[src/rtl/risc8_intr_ctrl_if.sv]
// rtl/risc8_intr_ctrl_if.sv - COM bus and dispatch handshake between datapath and interrupt controller
interface risc8_intr_ctrl_if;
   logic [7:0] com_addr;
   logic [7:0] com_wr;
   logic       com_we;
   logic [7:0] com_rd;
   logic       hold;
   logic       intr_ret;
   logic       interrupt;
   logic       in_service;

   modport master (
      output com_addr, com_wr, com_we, hold, intr_ret,
      input  com_rd, interrupt, in_service
   );

   modport slave (
      input  com_addr, com_wr, com_we, hold, intr_ret,
      output com_rd, interrupt, in_service
   );
endinterface

[src/rtl/risc8_intr_ctrl.sv]
// rtl/risc8_intr_ctrl.sv - edge-latched, priority-encoded interrupt controller for the 8-bit RISC core
module risc8_intr_ctrl #(
   parameter int         NSRC      = 8,
   parameter logic [7:0] BASE_ADDR = 8'h10
) (
   input  logic            clk,
   input  logic            rst,
   input  logic [NSRC-1:0] irq_in,
   risc8_intr_ctrl_if.slave bus
);

   // Bits at or above NSRC never exist, so they are forced to zero everywhere
   localparam logic [7:0] SRC_MASK  = 8'(~(16'hFFFF << NSRC));
   localparam logic [7:0] ADDR_MASK = BASE_ADDR;
   localparam logic [7:0] ADDR_PEND = BASE_ADDR + 8'd1;
   localparam logic [7:0] ADDR_CTRL = BASE_ADDR + 8'd2;
   localparam logic [7:0] ADDR_STAT = BASE_ADDR + 8'd3;

   typedef enum logic [1:0] {IDLE, FIRE, SERVICE} state_t;

   state_t     state, state_next;
   logic [7:0] irq_now, irq_prev, rise;
   logic [7:0] mask, pend, pend_next, elig;
   logic       gie;
   logic [2:0] last_id, grant_id;
   logic       dispatch;
   logic       wr_mask, wr_pend, wr_ctrl;

   assign irq_now = 8'(irq_in);
   assign rise    = irq_now & ~irq_prev;
   assign elig    = pend & mask;
   assign wr_mask = bus.com_we && (bus.com_addr == ADDR_MASK);
   assign wr_pend = bus.com_we && (bus.com_addr == ADDR_PEND);
   assign wr_ctrl = bus.com_we && (bus.com_addr == ADDR_CTRL);

   assign bus.interrupt  = (state == FIRE);
   assign bus.in_service = (state != IDLE);

   // Lowest set eligible index wins: scan downward so the last hit is the lowest
   always_comb begin
      grant_id = '0;
      for (int i = 7; i >= 0; i--) begin
         if (elig[i]) grant_id = 3'(i);
      end
   end

   // Next-state logic; dispatch marks the IDLE->FIRE transition
   always_comb begin
      state_next = state;
      dispatch   = 1'b0;
      case (state)
         IDLE: begin
            if (gie && (elig != 8'h00) && !bus.hold) begin
               state_next = FIRE;
               dispatch   = 1'b1;
            end
         end
         FIRE:    state_next = SERVICE;
         SERVICE: if (bus.intr_ret) state_next = IDLE;
         default: state_next = IDLE;
      endcase
   end

   // Pending update: clears (software and grant) first, new edges last so a set wins
   always_comb begin
      pend_next = pend;
      if (wr_pend) pend_next = pend_next & ~bus.com_wr;
      if (dispatch) pend_next[grant_id] = 1'b0;
      pend_next = (pend_next | rise) & SRC_MASK;
   end

   // State register
   always_ff @(posedge clk) begin
      if (rst) state <= IDLE;
      else     state <= state_next;
   end

   // Edge history, software registers and the dispatched id
   always_ff @(posedge clk) begin
      if (rst) begin
         irq_prev <= 8'hFF;
         mask     <= 8'h00;
         pend     <= 8'h00;
         gie      <= 1'b0;
         last_id  <= 3'd0;
      end else begin
         irq_prev <= irq_now;
         pend     <= pend_next;
         if (wr_mask)  mask    <= bus.com_wr & SRC_MASK;
         if (wr_ctrl)  gie     <= bus.com_wr[0];
         if (dispatch) last_id <= grant_id;
      end
   end

   // COM read: the one-hot source flag overrides the decode during FIRE
   always_comb begin
      bus.com_rd = 8'h00;
      if (state == FIRE) begin
         bus.com_rd = 8'd1 << last_id;
      end else begin
         case (bus.com_addr)
            ADDR_MASK: bus.com_rd = mask;
            ADDR_PEND: bus.com_rd = pend;
            ADDR_CTRL: bus.com_rd = {7'd0, gie};
            ADDR_STAT: bus.com_rd = {bus.in_service, 4'd0, last_id};
            default:   bus.com_rd = 8'h00;
         endcase
      end
   end

endmodule

[src/flat_wrapper.sv]
// flat-port wrapper written by rule: the top's interface ports become plain ports
module risc8_intr_ctrl_flat 
#(
   parameter int         NSRC      = 8,
   parameter logic [7:0] BASE_ADDR = 8'h10
)
  (clk, rst, irq_in, bus_com_addr, bus_com_wr, bus_com_we, bus_hold, bus_intr_ret, bus_com_rd, bus_interrupt, bus_in_service);
  risc8_intr_ctrl_if bus_i ();
  input  logic clk;
  input  logic rst;
  input  logic [NSRC-1:0] irq_in;
  input wire logic [$bits(bus_i.com_addr)-1:0] bus_com_addr;
  input wire logic [$bits(bus_i.com_wr)-1:0] bus_com_wr;
  input wire logic [$bits(bus_i.com_we)-1:0] bus_com_we;
  input wire logic [$bits(bus_i.hold)-1:0] bus_hold;
  input wire logic [$bits(bus_i.intr_ret)-1:0] bus_intr_ret;
  output wire logic [$bits(bus_i.com_rd)-1:0] bus_com_rd;
  output wire logic [$bits(bus_i.interrupt)-1:0] bus_interrupt;
  output wire logic [$bits(bus_i.in_service)-1:0] bus_in_service;
  assign bus_i.com_addr = bus_com_addr;
  assign bus_i.com_wr = bus_com_wr;
  assign bus_i.com_we = bus_com_we;
  assign bus_i.hold = bus_hold;
  assign bus_i.intr_ret = bus_intr_ret;
  assign bus_com_rd = bus_i.com_rd;
  assign bus_interrupt = bus_i.interrupt;
  assign bus_in_service = bus_i.in_service;
  risc8_intr_ctrl #(.NSRC(NSRC), .BASE_ADDR(BASE_ADDR)) u_core (.clk(clk), .rst(rst), .irq_in(irq_in), .bus(bus_i));
endmodule
[config.mk]
export PLATFORM = sky130hd
export DESIGN_NAME = risc8_intr_ctrl_flat
export DESIGN_NICKNAME = d
export VERILOG_FILES = /design/src/rtl/risc8_intr_ctrl_if.sv /design/src/rtl/risc8_intr_ctrl.sv /design/src/flat_wrapper.sv
export SDC_FILE = /design/constraint.sdc
export NUM_CORES = 1
export LEC_CHECK = 0
export BUFFER_PORTS_ARGS = -buffer_cell sky130_fd_sc_hd__buf_2
export CAP_MARGIN = 40
export CELL_PAD_IN_SITES_DETAIL_PLACEMENT = 0
export CELL_PAD_IN_SITES_GLOBAL_PLACEMENT = 1
export CORE_ASPECT_RATIO = 1.75
export CORE_MARGIN = 2
export CORE_UTILIZATION = 35
export CTS_CLUSTER_SIZE = 10
export DETAILED_ROUTE_END_ITERATION = 10
export HOLD_SLACK_MARGIN = 0.06
export PLACE_DENSITY = 0.81
export SYNTH_ARGS = -nofsm -noshare
export SYNTH_HDL_FRONTEND = slang
export SYNTH_SLANG_ARGS = --single-unit
[constraint.sdc]
create_clock -name clk -period 2 [get_ports clk]
set_input_delay 0.1 -clock clk [delete_from_list [all_inputs] [get_ports clk]]
set_output_delay 0.1 -clock clk [all_outputs]
set_load 0.02 [all_outputs]
# Word-level counts from Yosys, hierarchy flattened
# Index checks and enable logic that the tools add are counted.
# Widths: inputs -> output; s select.
# classes
bitwise_logic,8
reduce_logical,11
eq_ne,8
mux,19
magnitude_cmp,2
shift,1
# ops
op,count
$and 8x8->8,4
$eq 8x5->1 const B,4
$pmux 8 s4,1
$mux 3,8
$mux 8,3
$not 8->8,3
$or 8x8->8,1
$reduce_bool 8->1,1
$shl 1x3->8 const A,1
$logic_and 1x1->1,6
$pmux 2 s3,1
$lt 3x4->1 const B,1
$mux 2,2
$demux 1 s3,1
$ge 3x1->1 const B,1
$mux 1,3
$eq 2x1->1 const B,1
$eq 2x2->1 const B,1
$logic_not 2->1,1
$ne 2x1->1 const B,1
$ne 2x2->1 const B,1
$reduce_and 2->1,1
$reduce_bool 2->1,1
$logic_not 1->1,1
# word_totals
input_bits,29
output_inout_bits,10
word_cells,55
ff_bits,30

# Depth between registers and ports, before layout
# depth
depth_word,17
depth_mapped,6
depth_no_buf,5

# Worst setup path after synthesis
# No wires, ideal clock.
# synth_path
kind,register to register
from,register u_core.state[0]
to,register u_core.pend[6]
stages_incl_launch_ff,6
setup_time_ps,114
setup_slack_ps,385
t_arrival_ps,1501
required_time_ps,1886
path_buffers,0
synth_period_minus_slack_ps,1615
cell_sequence,dfxtp_1 > or2_4 > or3b_4 > nor4_2 > a221oi_1 > a21o_1
# synth_between
elab_chain_cells,4
# synth_lines
item,line,rtl
"start, declared",risc8_intr_ctrl.sv:21,"state_t state, state_next;"
"start signal, assigned",risc8_intr_ctrl.sv:75,else state <= state_next;
$logic_not 2->1,risc8_intr_ctrl.sv:51,case (state)
$mux 1,risc8_intr_ctrl.sv:51,
$mux 8,risc8_intr_ctrl.sv:68,if (dispatch) pend_next[grant_id] = 1'b0;
$or 8x8->8,risc8_intr_ctrl.sv:69,pend_next = (pend_next | rise) & SRC_MASK;
"end signal, assigned",risc8_intr_ctrl.sv:88,pend <= pend_next;
"end, declared",risc8_intr_ctrl.sv:23,"logic [7:0] mask, pend, pend_next, elig;"
# No other way between the ends.
# A chain may end at the register's enable or synchronous reset.

# Worst setup path in the final report
# layout_path
from,register u_core.state[0]
to,register u_core.pend[5]
# The elaborated chain is that of the path after synthesis.

==> results.txt <==
----------------------------------------------------
[Floorplanning]
  Std cell rows ... 31
  Effective utilization at floorplan ... 36.7%
  Die width ... between 50 and 60 um
  Boundary Pins ... 39
  Core Footprint ... roughly 4200 um^2
  Die Footprint ... 4920 um^2
  Die H ... just over 90 um

[GRT]
  Global Route met3 Usage ... 3.45%
  Antenna violations before repair ... 0
  Met1 routing resource usage after global routing ... roughly a fifth
  Overall track demand over capacity in global routing ... between 15 and 20%
  Met2 track demand over resource ... 30.7%
  Grt ovf ... 0
  First-pass GRT wire length ... 6400 um
  Maximum number of pins on one net before global-route repair ... 36
  Busiest layer in global routing ... met2
  Vias in the first global route ... 1391

[Run status]
  Result of the run ... completed

[Power and ir drop]
  Leak ... just over 0.9 nW
  Fraction of power consumed by sequential logic ... 51.3%
  Clock power share ... 40.1%
  Switching part of the total power ... 22.4%
  Switch Pwr ... 275 uW
  Internal power consumption ... 950 uW
  Worst-case vdd ir drop ... 514 uV
  Combinational Power Share ... approximately 8.6%
  Pwr Density ... 627 nW/um^2

[Synthesis]
  Post-Syn Instances ... 172
  Syn_nets ... about 200
  Cell type contributing the most total cell area after synthesis ... sky130_fd_sc_hd__dfxtp_1
  Post-synth design cell area ... 1520 um^2
  Proportion of synthesized chip area in sequential cells ... 39.4%
  Register bit count reported by yosys ... 30
  Fraction of synthesized cell area taken by the top area cell type ... 39.4%
  Mean cell area of the mapped netlist ... 8.86 um^2
  Number of different library cells in the post-synthesis netlist ... 35
  Ranking of synthesized cells by area ... sky130_fd_sc_hd__dfxtp_1 (39%), sky130_fd_sc_hd__mux2i_1 (11%), sky130_fd_sc_hd__nor2_1 (5.7%)
  Yosys warnings ... 0

[Clock network]
  Clock tree buffer depth ... 2
  CTS Root Cell ... sky130_fd_sc_hd__clkbuf_8
  Clock Sinks ... 30
  Latest clock arrival within the worst-skew pair ... 0.28 ns
  Clock H-tree levels ... 2
  Number of buffers added to fix hold violations after cts ... 8
  Clock transition at the registers of the reported paths ... ~0.060 ns
  Post-CTS setup buffer count ... 0
  Cts bufs inserted ... 5
  CTS tree ... built
  Number of gates given a new drive strength after cts ... 0

[Route]
  Detail-routed via count per cell ... 5.32
  Post-detailed-routing wire length ... roughly 3900 um
  Length of the first detailed-routing pass in iterations ... 4
  Number of violations reported at the end of detailed-routing iteration 0 ... 37
  Remaining antenna violation count ... 0
  Vias ... 1451
  WL per Instance ... 14.3 um
  Remaining design rule violation count ... 0

[STA]
  Worst hold slack ... ~0.075 ns
  Final Setup Violations ... 0
  RSZ-0062 raised after global routing ... false
  Actual slew at the worst max-slew pin ... 0.561 ns
  Shortest clock period the worst path allows after layout ... 1.69 ns
  Final-report max-slew violation count ... 0
  Hold Vio Cnt, Final ... 0
  Summed negative setup slack over all endpoints ... 0 ns
  Headroom to the max-slew limit ... 62.6%
  Fin crit share ... 84.7%
  Achievable frequency ... 590 MHz
  Maximum clock skew at final layout ... 0.00269 ns

[Critical path]
  Data required time at the worst endpoint ... 2.17 ns
  Source of the critical timing path ... u_core.state[0]$_SDFFE_PP0P_
  Signal arrival time at the worst endpoint ... 1.87 ns
  R2R Setup Slk ... 0.31 ns
  Maximum fanout encountered on the critical timing path ... 4
  Critical Path End Type ... flip-flop
  Worst setup SP type ... flip-flop
  Crit Path Class ... flip-flop to flip-flop
  Worst R2R Path Depth ... 5
  Endpoint of the worst-slack reg-to-reg timing path ... u_core.pend[5]$_SDFF_PP0_
  Startpoint of the worst register-to-register path ... u_core.state[0]$_SDFFE_PP0P_

[Layout]
  Number of inserted diodes ... 0
  Area Overhead vs Synth ... 28.2%
  Net count reported at finish ... 252
  Share of final-layout standard cells stronger than drive strength 1 ... 29.5%
  Share of the core filled with cells ... 47.1%

[Placed design]
  Routability Congestion ... 0.803
  Number of input and output port buffers inserted ... 38
  HPWL after detailed placement ... 3060 um

[Hold path]
  Endpoint of the worst hold-timing path ... u_core.mask[4]$_SDFFE_PP0P_
  Worst min-delay path class ... input port to flip-flop
  Hold path start ... bus_com_wr[4]
  Cell depth of the worst min-delay path ... 3

[Flow run]
  Max-cap viol count ... 0

----------------------------------------------------
-- cell usage in the layout, fill, tap and decap left out, types with 6 or more instances in the layout --
master,netlist,layout
sky130_fd_sc_hd__buf_2,1,38
sky130_fd_sc_hd__dfxtp_1,30,30
sky130_fd_sc_hd__nor2_1,23,23
sky130_fd_sc_hd__nand2_1,17,17
sky130_fd_sc_hd__mux2i_1,17,17
sky130_fd_sc_hd__nand2b_1,10,10
sky130_fd_sc_hd__or2_2,8,8
sky130_fd_sc_hd__dlygate4sd3_1,0,8
sky130_fd_sc_hd__o22ai_1,6,6
sky130_fd_sc_hd__clkbuf_8,0,6
-- cell usage after synthesis, drive strengths merged --
| cell | number |
|---|---|
| a221oi | 5 |
| nor4b | 1 |
| mux2i | 17 |
| or2 | 9 |
| nand2 | 18 |
| or3 | 1 |
| o311ai | 1 |
| or4b | 1 |
| dfxtp | 30 |
| o22ai | 6 |
| or3b | 2 |
| a31oi | 3 |
| nor2 | 23 |
| a211oi | 1 |
| inv | 5 |
| nor2b | 1 |
| a22oi | 5 |
| a32o | 3 |
| a21oi | 5 |
| a32oi | 3 |
| nor3 | 4 |
| nand2b | 10 |
| clkbuf | 4 |
| nor4 | 1 |
| a21o | 5 |
| mux4 | 1 |
| o32ai | 2 |
| buf | 2 |
| nand3 | 2 |
| o21ai | 1 |
-- metal layers --
metal	wire length, um	share of wire [%]
met3	138	3.5
met4	65	1.7
met2	2240	57
met1	1470	38
met5	0	0
-- cell type report --
cell class                      instances  area [um^2]
Sequential cell                        30          601
Timing Repair Buffer                   50          300
Clock buffer                            7         86.3
Clock inverter                          1         5.00
Fill cell                             423         2200
Inverter                                5         18.8
Multi-Input combinational cell        131          881
Tap cell                               49         61.3
-- critical path, cell delays in order, from the launching register on --
cell and delay (ns):
sky130_fd_sc_hd__dfxtp_1 0.33, sky130_fd_sc_hd__or2_4 0.27, sky130_fd_sc_hd__or3b_4 0.39, sky130_fd_sc_hd__nor3_1 0.30, sky130_fd_sc_hd__a221oi_1 0.14, sky130_fd_sc_hd__a21o_1 0.17
-- kinds of logic (layout without fill, tap and decap cells) --
family | count (synthesis) | after routing | share of synthesized area (%)
AOI/OAI and AO/OA | 40 | 40 | 19.4
buffers and inverters | 11 | 63 | 2.79
DFF | 30 | 30 | 39.4
muxes | 18 | 18 | 12.6
and+or+nand+nor | 73 | 73 | 25.8
-- worst max path at each step --
stage,slack [ns],endpoint,depth (start not counted)
2_1_floorplan,0.39,u_core.pend[6]$_SDFF_PP0_,5
3_3_place_gp,0.35,u_core.pend[4]$_SDFF_PP0_,5
3_5_place_dp,0.32,u_core.pend[4]$_SDFF_PP0_,5
4_1_cts,0.31,u_core.pend[4]$_SDFF_PP0_,5
5_1_grt,0.21,u_core.pend[6]$_SDFF_PP0_,5
6_report,0.31,u_core.pend[5]$_SDFF_PP0_,5
-- power by group through the flow --
stage	clock [mW]	combinational, mW	sequential, mW
2_1_floorplan	0	0.0523	0.637
3_3_place_gp	0	0.0936	0.641
3_5_place_dp	0	0.0948	0.641
4_1_cts	0.509	0.107	0.628
5_1_grt	0.538	0.117	0.629
6_report	0.491	0.105	0.629
-- state kept, by name (all words and copies together), names as in the netlist --
signal / cells
u_core.irq_prev: 8
u_core.pend: 8
u_core.mask: 8
u_core.gie: 1
u_core.last_id: 3
u_core.state: 2
-- metrics by stage --
stage               setup slack (ns)  power (mW)  instance area [um^2]  std cells
floorplan                      0.385       0.690                  1520        172
global placement               0.346       0.735                  1780        257
detailed placement             0.316       0.736                  1780        257
CTS                            0.307        1.24                  1950        273
global route                   0.212        1.28                  1950        273
finish                         0.306        1.23                  1950        273
No activity file was read; power rests on OpenSTA's default activity.
